[config.mk]
export PLATFORM = sky130hd
export DESIGN_NAME = conv_window_reader_flat
export DESIGN_NICKNAME = d
export VERILOG_FILES = /design/src/rtl/conv_window_reader_if.sv /design/src/rtl/conv_window_reader.sv /design/src/flat_wrapper.sv
export SDC_FILE = /design/constraint.sdc
export NUM_CORES = 1
export LEC_CHECK = 0
export BUFFER_PORTS_ARGS = -buffer_cell sky130_fd_sc_hd__buf_4
export CORE_ASPECT_RATIO = 1.75
export CORE_UTILIZATION = 48
export DETAILED_ROUTE_END_ITERATION = 16
export GPL_TIMING_DRIVEN = 0
export PLACE_DENSITY_LB_ADDON = 0.15
export SYNTH_ARGS = -nofsm -noshare
export SYNTH_HDL_FRONTEND = slang
export SYNTH_SLANG_ARGS = --single-unit
[constraint.sdc]
create_clock -name i_clk -period 2.6 [get_ports i_clk]
set_input_delay 0.26 -clock i_clk [delete_from_list [all_inputs] [get_ports i_clk]]
set_output_delay 0.26 -clock i_clk [all_outputs]
set_load 0.01 [all_outputs]
[src/rtl/conv_window_reader_if.sv]
// Handshake and tap bundle between the line buffers, the window reader and the
// downstream consumer of 3x3 windows.
interface conv_window_reader_if #(
    parameter int WIDTH = 8
);
    logic                 i_row_ready;
    logic [3*WIDTH-1:0]   i_row0;
    logic [3*WIDTH-1:0]   i_row1;
    logic [3*WIDTH-1:0]   i_row2;
    logic                 o_rd_en;
    logic [9*WIDTH-1:0]   o_window;
    logic                 o_valid;
    logic                 i_ready;

    // master: the window reader; slave: buffers plus downstream consumer
    modport master (
        input  i_row_ready, i_row0, i_row1, i_row2, i_ready,
        output o_rd_en, o_window, o_valid
    );
    modport slave (
        output i_row_ready, i_row0, i_row1, i_row2, i_ready,
        input  o_rd_en, o_window, o_valid
    );
endinterface

[src/rtl/conv_window_reader.sv]
// Read-side controller for the three row line buffers: walks one row per pass,
// emits registered 3x3 windows and realigns the buffers with two skip reads.
module conv_window_reader #(
    parameter int COLS     = 6,
    parameter int WIDTH    = 8,
    parameter int ROWS_OUT = 4
) (
    input  logic                 i_clk,
    input  logic                 i_rst,
    input  logic                 i_start,
    conv_window_reader_if.master bus,
    output logic                 o_row_done,
    output logic                 o_frame_done,
    output logic                 o_busy
);
    localparam int CW = $clog2(COLS + 1);
    localparam int RW = $clog2(ROWS_OUT + 1);
    localparam logic [CW-1:0] COL_LAST_EMIT = CW'(COLS - 3);
    localparam logic [CW-1:0] COL_LAST_SKIP = CW'(COLS - 1);
    localparam logic [RW-1:0] ROW_LAST      = RW'(ROWS_OUT - 1);

    typedef enum logic [2:0] {IDLE, WAIT_ROW, EMIT, SKIP, ROW_END} state_t;

    state_t              state, state_nxt;
    logic [CW-1:0]       col_cnt;
    logic [RW-1:0]       row_cnt;
    logic [9*WIDTH-1:0]  window_p0;
    logic                vld_p0;
    logic                rd_en, capture, accept;
    logic                col_clr, col_inc, row_clr, row_inc;

    assign accept       = vld_p0 && bus.i_ready;
    assign bus.o_rd_en  = rd_en;
    assign bus.o_window = window_p0;
    assign bus.o_valid  = vld_p0;
    assign o_busy       = (state != IDLE);

    always_ff @(posedge i_clk or posedge i_rst) begin
        if (i_rst) state <= IDLE;
        else       state <= state_nxt;
    end

    always_comb begin
        state_nxt    = state;
        rd_en        = 1'b0;
        capture      = 1'b0;
        col_clr      = 1'b0;
        col_inc      = 1'b0;
        row_clr      = 1'b0;
        row_inc      = 1'b0;
        o_row_done   = 1'b0;
        o_frame_done = 1'b0;
        case (state)
            IDLE: begin
                if (i_start) begin
                    row_clr   = 1'b1;
                    state_nxt = WAIT_ROW;
                end
            end
            WAIT_ROW: begin
                if (bus.i_row_ready) begin
                    col_clr   = 1'b1;
                    state_nxt = EMIT;
                end
            end
            EMIT: begin
                if (!vld_p0 || bus.i_ready) begin
                    capture = 1'b1;
                    rd_en   = 1'b1;
                    col_inc = 1'b1;
                    if (col_cnt == COL_LAST_EMIT) state_nxt = SKIP;
                end
            end
            SKIP: begin
                // Skip reads ignore back-pressure so every row costs exactly COLS reads
                rd_en   = 1'b1;
                col_inc = 1'b1;
                if (col_cnt == COL_LAST_SKIP) state_nxt = ROW_END;
            end
            ROW_END: begin
                if (!vld_p0 || bus.i_ready) begin
                    o_row_done = 1'b1;
                    row_inc    = 1'b1;
                    if (row_cnt == ROW_LAST) begin
                        o_frame_done = 1'b1;
                        state_nxt    = IDLE;
                    end else begin
                        state_nxt = WAIT_ROW;
                    end
                end
            end
            default: state_nxt = IDLE;
        endcase
    end

    always_ff @(posedge i_clk or posedge i_rst) begin
        if (i_rst) begin
            col_cnt <= '0;
            row_cnt <= '0;
        end else begin
            if (col_clr)      col_cnt <= '0;
            else if (col_inc) col_cnt <= col_cnt + CW'(1);
            if (row_clr)      row_cnt <= '0;
            else if (row_inc) row_cnt <= row_cnt + RW'(1);
        end
    end

    // Stage p0: output window register; a capture and an accept in the same
    // cycle keep the window stream bubble-free.
    always_ff @(posedge i_clk or posedge i_rst) begin
        if (i_rst) begin
            window_p0 <= '0;
            vld_p0    <= 1'b0;
        end else if (capture) begin
            window_p0 <= {bus.i_row0, bus.i_row1, bus.i_row2};
            vld_p0    <= 1'b1;
        end else if (accept) begin
            vld_p0    <= 1'b0;
        end
    end
endmodule

[src/flat_wrapper.sv]
// flat-port wrapper written by rule: the top's interface ports become plain ports
module conv_window_reader_flat 
#(
    parameter int COLS     = 6,
    parameter int WIDTH    = 8,
    parameter int ROWS_OUT = 4
)
  (i_clk, i_rst, i_start, o_row_done, o_frame_done, o_busy, bus_i_row_ready, bus_i_row0, bus_i_row1, bus_i_row2, bus_i_ready, bus_o_rd_en, bus_o_window, bus_o_valid);
  conv_window_reader_if #(.WIDTH(WIDTH)) bus_i ();
  input  logic i_clk;
  input  logic i_rst;
  input  logic i_start;
  output logic o_row_done;
  output logic o_frame_done;
  output logic o_busy;
  input wire logic [$bits(bus_i.i_row_ready)-1:0] bus_i_row_ready;
  input wire logic [$bits(bus_i.i_row0)-1:0] bus_i_row0;
  input wire logic [$bits(bus_i.i_row1)-1:0] bus_i_row1;
  input wire logic [$bits(bus_i.i_row2)-1:0] bus_i_row2;
  input wire logic [$bits(bus_i.i_ready)-1:0] bus_i_ready;
  output wire logic [$bits(bus_i.o_rd_en)-1:0] bus_o_rd_en;
  output wire logic [$bits(bus_i.o_window)-1:0] bus_o_window;
  output wire logic [$bits(bus_i.o_valid)-1:0] bus_o_valid;
  assign bus_i.i_row_ready = bus_i_row_ready;
  assign bus_i.i_row0 = bus_i_row0;
  assign bus_i.i_row1 = bus_i_row1;
  assign bus_i.i_row2 = bus_i_row2;
  assign bus_i.i_ready = bus_i_ready;
  assign bus_o_rd_en = bus_i.o_rd_en;
  assign bus_o_window = bus_i.o_window;
  assign bus_o_valid = bus_i.o_valid;
  conv_window_reader #(.COLS(COLS), .WIDTH(WIDTH), .ROWS_OUT(ROWS_OUT)) u_core (.i_clk(i_clk), .i_rst(i_rst), .i_start(i_start), .bus(bus_i), .o_row_done(o_row_done), .o_frame_done(o_frame_done), .o_busy(o_busy));
endmodule
==> flow_summary.yaml, run 1 <==
detailed_routing:
  dr.pass1.iters: 4
  wl_per_cell_um: 16.1
  num_vias: 2372
  drt-total-wl_mm: 7.67
  antenna_left: 0
  routed_via_density: 4.99
  drt_iter0_drc: 71
  route.detailed.drc: 0
sta:
  hold_viol_final: 0
  finalSetupViolCount: 0
  finalMaxSlewViolations: 0
  tightest_slew_ps: 625
  max_freq_ghz: 0.504
  rsz0062_at_grt: "false"
  setup_slack_ps: 618
  period_minus_slack_ps: 1980
  max-slew-margin-rel_pct: 58.3
  fin_crit_sh_pct: 76.2
  final.setup_skew_ps: 7.71
yosys:
  netlist_instances: 218
  synth_compound_area_share_pct: 2.79
  yosys.area.top_type_share_pct: 56.4
  synth_commonest_cells: "dfrtp_1 (82), mux2_4 (70), a21oi_1 (8), buf_12 (7), or3_1 (6)"
  synthMuxAreaShare_pct: 29.5
  synth_top_family_by_area: "multiplexers"
  yosys_warnings: 0
  synth-edff-count: 0
  ys_dominant_reg_cell: "dfrtp_1"
  synthAdderAreaFrac_pct: 1.72
  synth_largest_area_cell: "dfrtp_1"
  synthArstFlopShare_pct: 100
  yosys.cell_count.top_type: "dfrtp_1"
  ys_ff_latch: 82
  synthTopCellsByArea: "dfrtp_1 (56%), mux2_4 (29%), buf_12 (3.9%)"
  netlist_area_um2: 3640
  synthDistinctLibCells: 29
  syn_area_per_cell_um2: 16.7
  yosysSeqAreaShare_pct: 56.4
  synth_xor_area_share_pct: 0
  synth_simple_gate_area_share_pct: 4.44
  syn-num-nets: 300
floorplan:
  io_pins: 154
  dieArea_um2: 7940
  num_rows: 41
  die_w_um: 67.8
  core_area_um2: 7280
  dieHeight_um: 117
  start_util_pct: 49.9
placement:
  post-place-ws_ps: 873
  hpwl_mm: 5.59
  gp_congestion: 0.749
  dp_cells: 458
  io_buffers: 153
layout:
  drive_gt1_share_pct: 64.5
  syn_to_final_growth_pct: 44.4
  nets: 466
  antennaDiodeCount: 0
  stdcell_count: 475
clock_tree:
  cts_buffers: 9
  cts_tree: "yes"
  cts_num_sinks: 82
  cts_resized: 0
  root_buffer: "clkbuf_16"
  clk_pin_slew_ps: 60
  clock_path_buffers: 2
  insertion_delay_ps: 330
  cts_max_level: 3
grt:
  grt_pass1_vias: 2419
  grtUsageMet1_pct: 22.7
  top_usage_layer: "met2"
  grt_use_met2_pct: 34.2
  use_met3_pct: 4.94
  grt_max_degree: 47
  track_usage_pct: 20.0
  grt_pass1_wl_mm: 11.6
  overflow: 0
  antenna_found_initial: 0
worst_setup_path:
  r2r_cells: 5
  crit_end: "bus_o_rd_en"
  crit_type: "reg2out"
  regToRegStartpoint: "u_core.bus.o_valid"
  timing.rr.end: "u_core.bus.o_window[22]"
  cp-startpoint: "u_core.state[0]"
  r2r_setup_slack_ps: 860
  end_kind: "output pin"
  worstPathArrival_ps: 1720
  required_ps: 2340
  path_max_fanout: 10
  start_kind: "flip-flop"
power:
  ir_worst_vdd_mv: 0.745
  p_per_area_nw_per_um2: 1380
  leakage_nw: 2.73
  finalPower_mw: 7.27
worst_hold_path:
  min_path_type: "in2reg"
  worstHoldPathCells: 2
outcome:
  outcome: "finished clean"
run:
  maxCapViolations: 0
[worst max-delay path: stages, from the launching register on]
cell	delay [ps]
dfrtp_1	370
clkbuf_1	190
nor3b_1	580
nor2_1	90
buf_4	170
[routing by layer]
layer,routed length (um),share of wire (%),up-vias
met2,4160,54,79
met3,446,5.8,14
li1,-,-,1103
met4,216,2.8,0
met5,0,0,-
met1,2850,37,1176
[per-stage QoR]
| stage | instance area, um^2 | util, % | setup TNS, ps | hold slack [ps] |
|---|---|---|---|---|
| 2_1_floorplan | 3640 | - | 0 | 392 |
| 3_3_place_gp | 4890 | 67.2 | -60910 | 475 |
| 3_5_place_dp | 4920 | 67.6 | 0 | 328 |
| 4_1_cts | 5250 | 72.1 | 0 | 134 |
| 5_1_grt | 5250 | 72.1 | 0 | 145 |
| 6_report | 5250 | 72.1 | 0 | 144 |
[repair_timing]
item,CTS,global route
setup buffers,0,0
hold endpoints to repair,36,0
hold buffers,1,0
[power breakdown]
group | total (mW) | internal [mW] | switching [mW]
combinational | 3.62 | 2.29 | 1.33
sequential | 2.30 | 1.93 | 0.373
clock | 1.35 | 0.845 | 0.507
total | 7.27 | 5.06 | 2.21
[sequential cells by signal, summed over array words and instances, names as in the netlist]
signal               cells
u_core.bus.o_valid       1
u_core.bus.o_window     72
u_core.col_cnt           3
u_core.row_cnt           3
u_core.state             3
[cell usage in the layout (no fill, tap or decap), types with 4 or more instances in the layout]
cell type  count
inv_1          4
clkbuf_16      9
a21oi_1        8
ha_1           5
or3_1          6
o21ai_0        4
mux2_4        70
dfrtp_1       82
buf_12         7
buf_4        154
[final cells by class]
cell class                 instances  area (um^2)
multi-input combinational        120         1400
inverter                           5         21.3
clock inverter                     6         90.1
clock buffer                      10          229
tap                               86          108
fill                             537         2030
timing repair buffer             155         1190
sequential                        82         2050
buffer                            11          166
[cell families after synthesis]
kind of cell,after synthesis
AND/OR/NAND/NOR,25
multiplexers,72
AO/OA/AOI/OAI,18
flip-flops,82
buffers and inverters,16
adder cells (fa/ha/maj),5
[worst min path at each step]
stage                                       start                      end  slack, ps
after floorplan                    bus_i_row1[17]  u_core.bus.o_window[41]        390
after global placement    u_core.bus.o_window[42]  u_core.bus.o_window[42]        470
after detailed placement                    i_rst  u_core.bus.o_window[30]        330
after CTS                          bus_i_row1[17]  u_core.bus.o_window[41]        130
after global routing               bus_i_row1[13]  u_core.bus.o_window[37]        150
final                              bus_i_row1[17]  u_core.bus.o_window[41]        140
Note: power is estimated with default switching activity, not from simulation.
==> inputs of run 2 (changes only) <==
CORE_UTILIZATION = 43   (was 48)
clock period = 1.8 ns   (was 2.6 ns; I/O delays follow)
==> flow_summary.yaml, run 2 (synthesis results as in run 1) <==
grt:
  overflow: 0
  grt_max_degree: 36
  track_usage_pct: 18.5
  grt_pass1_vias: 2428
  antenna_found_initial: 0
  grt_pass1_wl_mm: 12.1
sta:
  rsz0062_at_grt: "false"
  hold_viol_final: 0
  tns_ps: 0
  finalMaxSlewViolations: 0
  max_freq_ghz: 0.570
  max-slew-margin-rel_pct: 71.4
  finalSetupViolCount: 0
  final.setup_skew_ps: 7.28
  fin_crit_sh_pct: 97.4
  tightest_slew_ps: 428
  period_minus_slack_ps: 1750
worst_setup_path:
  end_kind: "flip-flop"
  worstPathArrival_ps: 1970
  required_ps: 2020
  path_max_fanout: 10
  r2r_setup_slack_ps: 50
  r2r_cells: 5
  timing.rr.end: "u_core.bus.o_window[9]"
  start_kind: "flip-flop"
  regToRegStartpoint: "u_core.bus.o_valid"
  crit_type: "reg2reg"
layout:
  stdcell_count: 482
  largest_reg_flops: 72
  antennaDiodeCount: 0
  stdcell_area_um2: 5330
  layout_common_cells: "buf_4 (154), dfrtp_1 (82), mux2_4 (70)"
  drive_gt1_share_pct: 66.7
  syn_to_final_growth_pct: 46.5
  layout_commonest_cell: "buf_4"
  nets: 467
detailed_routing:
  routed_via_density: 4.99
  route.detailed.drc: 0
  wl_per_cell_um: 16.6
  drt_iter0_drc: 58
  drt-total-wl_mm: 7.98
  num_vias: 2405
  dr.pass1.iters: 4
  antenna_left: 0
power:
  leakage_nw: 2.75
  ir_worst_vdd_mv: 0.877
  p_per_area_nw_per_um2: 2000
floorplan:
  dieArea_um2: 8840
  die_w_um: 71.5
  start_util_pct: 44.0
  num_rows: 44
  core_area_um2: 8260
  io_pins: 154
  dieHeight_um: 124
placement:
  gp_congestion: 0.724
  dp_cells: 465
  hpwl_mm: 5.72
  placed_area_um2: 4940
  io_buffers: 153
run:
  maxCapViolations: 0
clock_tree:
  clock_path_buffers: 2
  cts_max_level: 3
  insertion_delay_ps: 340
  root_buffer: "clkbuf_16"
  cts_buffers: 9
  cts_num_sinks: 82
  cts_tree: "yes"
  clk_pin_slew_ps: 60
  post_cts_buffers: 0
worst_hold_path:
  worstHoldPathCells: 2
  holdCritStartpoint: "bus_i_row1[17]"
  min_path_type: "in2reg"
  hold_path_end: "u_core.bus.o_window[41]"
outcome:
  outcome: "finished clean"
-- run 2: area by class of cell --
class | count | area (um^2)
Clock buffer | 11 | 253
Clock inverter | 5 | 85.1
Buffer | 11 | 175
Fill cell | 656 | 2930
Sequential cell | 82 | 2050
Timing Repair Buffer | 156 | 1200
Tap cell | 92 | 115
Multi-Input combinational cell | 120 | 1420
Inverter | 5 | 22.5
-- run 2: metrics by stage --
stage          utilization (%)  hold slack [ps]  setup WS, ps  power (mW)
2_1_floorplan                -              312           119        6.64
3_3_place_gp              59.4              396          88.9        8.49
6_report                  64.5             54.9          46.4        10.6
4_1_cts                   64.2             38.7          18.5        10.7
3_5_place_dp              59.9              221          72.5        8.59
5_1_grt                   64.5             49.3          4.42        11.2
-- run 2: critical path: stages, from the launching register on --
cell     delay (ps)
dfrtp_1         400
nor2b_2         210
or3_4           380
buf_8           170
buf_12          160
mux2_4          300
-- run 2: worst max path at each step --
| stage | from | endpoint | slack [ps] | cells after the start |
|---|---|---|---|---|
| 4_1_cts | u_core.state[0] | o_row_done | 20 | 4 |
| 5_1_grt | u_core.state[0] | o_row_done | 4 | 4 |
| 3_3_place_gp | i_rst | u_core.bus.o_window[64] | 90 | 2 |
| 3_5_place_dp | u_core.bus.o_valid | u_core.bus.o_window[9] | 70 | 5 |
| 2_1_floorplan | u_core.bus.o_valid | u_core.bus.o_window[0] | 120 | 5 |
| 6_report | u_core.bus.o_valid | u_core.bus.o_window[9] | 50 | 5 |
-- run 2: report_power, final --
part | internal [mW] | switching (mW) | total (mW)
clock | 1.30 | 0.756 | 2.05
sequential | 2.79 | 0.525 | 3.31
combinational | 3.34 | 1.93 | 5.28
total | 7.43 | 3.22 | 10.6
-- run 2: routing by layer --
metal | GRT usage [%] | wire length [um]
met4 | 9.56 | 251
met1 | 20.2 | 2960
met2 | 32.3 | 4390
met5 | 0 | 0
met3 | 5.58 | 383
-- run 2: timing repair --
item | in CTS | in global routing
hold endpoints to repair | 15 | 0
hold buffers | 1 | 0
endpoints found under the setup margin | 3 | 5
resized for setup | 5 | 6
==> inputs of run 3 (changes only) <==
ABC_AREA = 1   (was default)
CAP_MARGIN = 20   (was default)
CORE_UTILIZATION = 42   (was 43)
==> flow_summary.yaml, run 3 <==
grt:
  grt_pass1_wl_mm: 13.5
  antenna_found_initial: 0
  grt_max_degree: 38
  overflow: 0
  track_usage_pct: 20.6
  grt_pass1_vias: 2880
worst_setup_path:
  crit_type: "reg2out"
  required_ps: 1620
  max_stage_delay_ps: 370
  crit_path_cell_trace: "buf_6 -> nor2_2 -> nand3_2 -> nor2_1 -> buf_4"
  path_max_fanout: 8
  end_kind: "output pin"
  slowest_stage: "dfrtp_1"
  worstPathArrival_ps: 1500
  start_kind: "flip-flop"
yosys:
  synthAdderAreaFrac_pct: 1.86
  syn_area_per_cell_um2: 8.73
  synth_commonest_cells: "nand2_1 (237), dfrtp_1 (82), inv_1 (12), nand3_1 (12), buf_6 (9)"
  netlist_instances: 385
  synth_simple_gate_area_share_pct: 30.6
  ys_ff_latch: 82
  synth_largest_area_cell: "dfrtp_1"
  yosys.cell_count.top_type: "nand2_1"
  yosys.area.top_type_share_pct: 61.1
  syn-num-nets: 467
  synthMuxAreaShare_pct: 0
  synthArstFlopShare_pct: 100
  synthTopCellsByArea: "dfrtp_1 (61%), nand2_1 (26%), buf_6 (3.0%)"
  netlist_area_um2: 3360
  yosys_warnings: 0
  synth_xor_area_share_pct: 0
  synthDistinctLibCells: 16
  synth_compound_area_share_pct: 0.894
  synth-edff-count: 0
  yosysSeqAreaShare_pct: 61.1
  synth_top_family_by_area: "simple AND/OR/NAND/NOR gates"
  ys_dominant_reg_cell: "dfrtp_1"
layout:
  drive_gt1_share_pct: 35.2
  layout_common_cells: "nand2_1 (237), buf_4 (154), dfrtp_1 (81)"
  nets: 635
  antennaDiodeCount: 0
  largest_reg_flops: 72
  layout_commonest_cell: "nand2_1"
  syn_to_final_growth_pct: 48.7
clock_tree:
  cts_buffers: 9
  cts_num_sinks: 82
  clock_path_buffers: 2
  insertion_delay_ps: 330
  clk_pin_slew_ps: 60
  cts_tree: "yes"
  root_buffer: "clkbuf_16"
  cts_max_level: 3
floorplan:
  start_util_pct: 43.8
  io_pins: 154
  dieHeight_um: 120
  die_w_um: 69.6
  dieArea_um2: 8380
  num_rows: 42
  core_area_um2: 7670
sta:
  rsz0062_at_grt: "false"
  holdWs_ps: 47.7
  fin_crit_sh_pct: 93.2
  tns_ps: 0
  max-slew-margin-rel_pct: 74.6
  tightest_slew_ps: 380
  setup_slack_ps: 122
  finalSetupViolCount: 0
  final.setup_skew_ps: 7.99
  finalMaxSlewViolations: 0
  period_minus_slack_ps: 1680
  max_freq_ghz: 0.596
  hold_viol_final: 0
placement:
  hpwl_mm: 6.12
  gp_congestion: 0.799
  post-place-ws_ps: 341
  io_buffers: 153
detailed_routing:
  drt-total-wl_mm: 8.29
  dr.pass1.iters: 4
  wl_per_cell_um: 12.9
  antenna_left: 0
  route.detailed.drc: 0
  routed_via_density: 4.67
  num_vias: 3009
  drt_iter0_drc: 135
outcome:
  outcome: "finished clean"
run:
  maxCapViolations: 0
power:
  ir_worst_vdd_mv: 0.828
  p_per_area_nw_per_um2: 1800
  leakage_nw: 2.86
worst_hold_path:
  min_path_type: "in2reg"
[run 3: repair_timing]
item	in CTS	in global routing
setup buffers	1	0
gates resized for setup	1	3
endpoints found under the setup margin	2	1
endpoints found under the hold margin	13	0
hold buffers	1	0
[run 3: metrics by stage]
step	power (mW)	instance area (um^2)	instances	utilization, %
finish	8.98	5000	645	65.1
global placement	7.06	4620	626	60.3
detailed placement	7.20	4660	628	60.8
floorplan	5.31	3360	385	-
CTS	9.10	4990	645	65.0
global route	9.68	5000	645	65.1
[run 3: cells by family after synthesis]
family | Yosys count
adder cells (fa/ha/maj) | 5
AND/OR/NAND/NOR | 262
flip-flops | 82
AO/OA/AOI/OAI | 6
buffers and inverters | 30
[run 3: per-layer routing]
layer	vias up	GRT usage [%]	part of all wire, %
li1	1504	-	-
met1	1394	23.3	37
met2	95	36.3	54
met3	16	4.08	5.4
met4	0	10.6	3.0
met5	-	0	0
[run 3: worst max-delay path, delay by kind of cell, from the launching register on]
family	cells	cell delay, ps
simple gates	3	540
buf+inv	2	260
flops	1	370
[run 3: final cells by class]
type / count / area (um^2)
Multi-Input combinational cell: 273 / 1130
Tap cell: 88 / 110
Timing Repair Buffer: 157 / 1210
Buffer: 16 / 136
Inverter: 14 / 56.3
Sequential cell: 82 / 2050
Clock inverter: 2 / 35.0
Clock buffer: 13 / 270
Fill cell: 682 / 2680
[run 3: report_power, final]
| part | switching, mW | internal (mW) |
|---|---|---|
| registers | 0.476 | 2.71 |
| clock network | 0.673 | 1.18 |
| logic | 2.09 | 1.86 |
| total | 3.24 | 5.74 |
[run 3: final timing paths]
check / from / end / slack, ps / cells past startpoint
max: u_core.state[0] / o_frame_done / 120 / 5
max in group asynchronous: i_rst / u_core.state[2] / 880 / 4
max reg2reg: u_core.state[2] / u_core.bus.o_window[4] / 300 / 8
min: bus_i_row0[2] / u_core.bus.o_window[50] / 50 / 3
min in group asynchronous: i_rst / u_core.bus.o_window[32] / 410 / 3
min reg2reg: u_core.bus.o_window[41] / u_core.bus.o_window[41] / 470 / 2
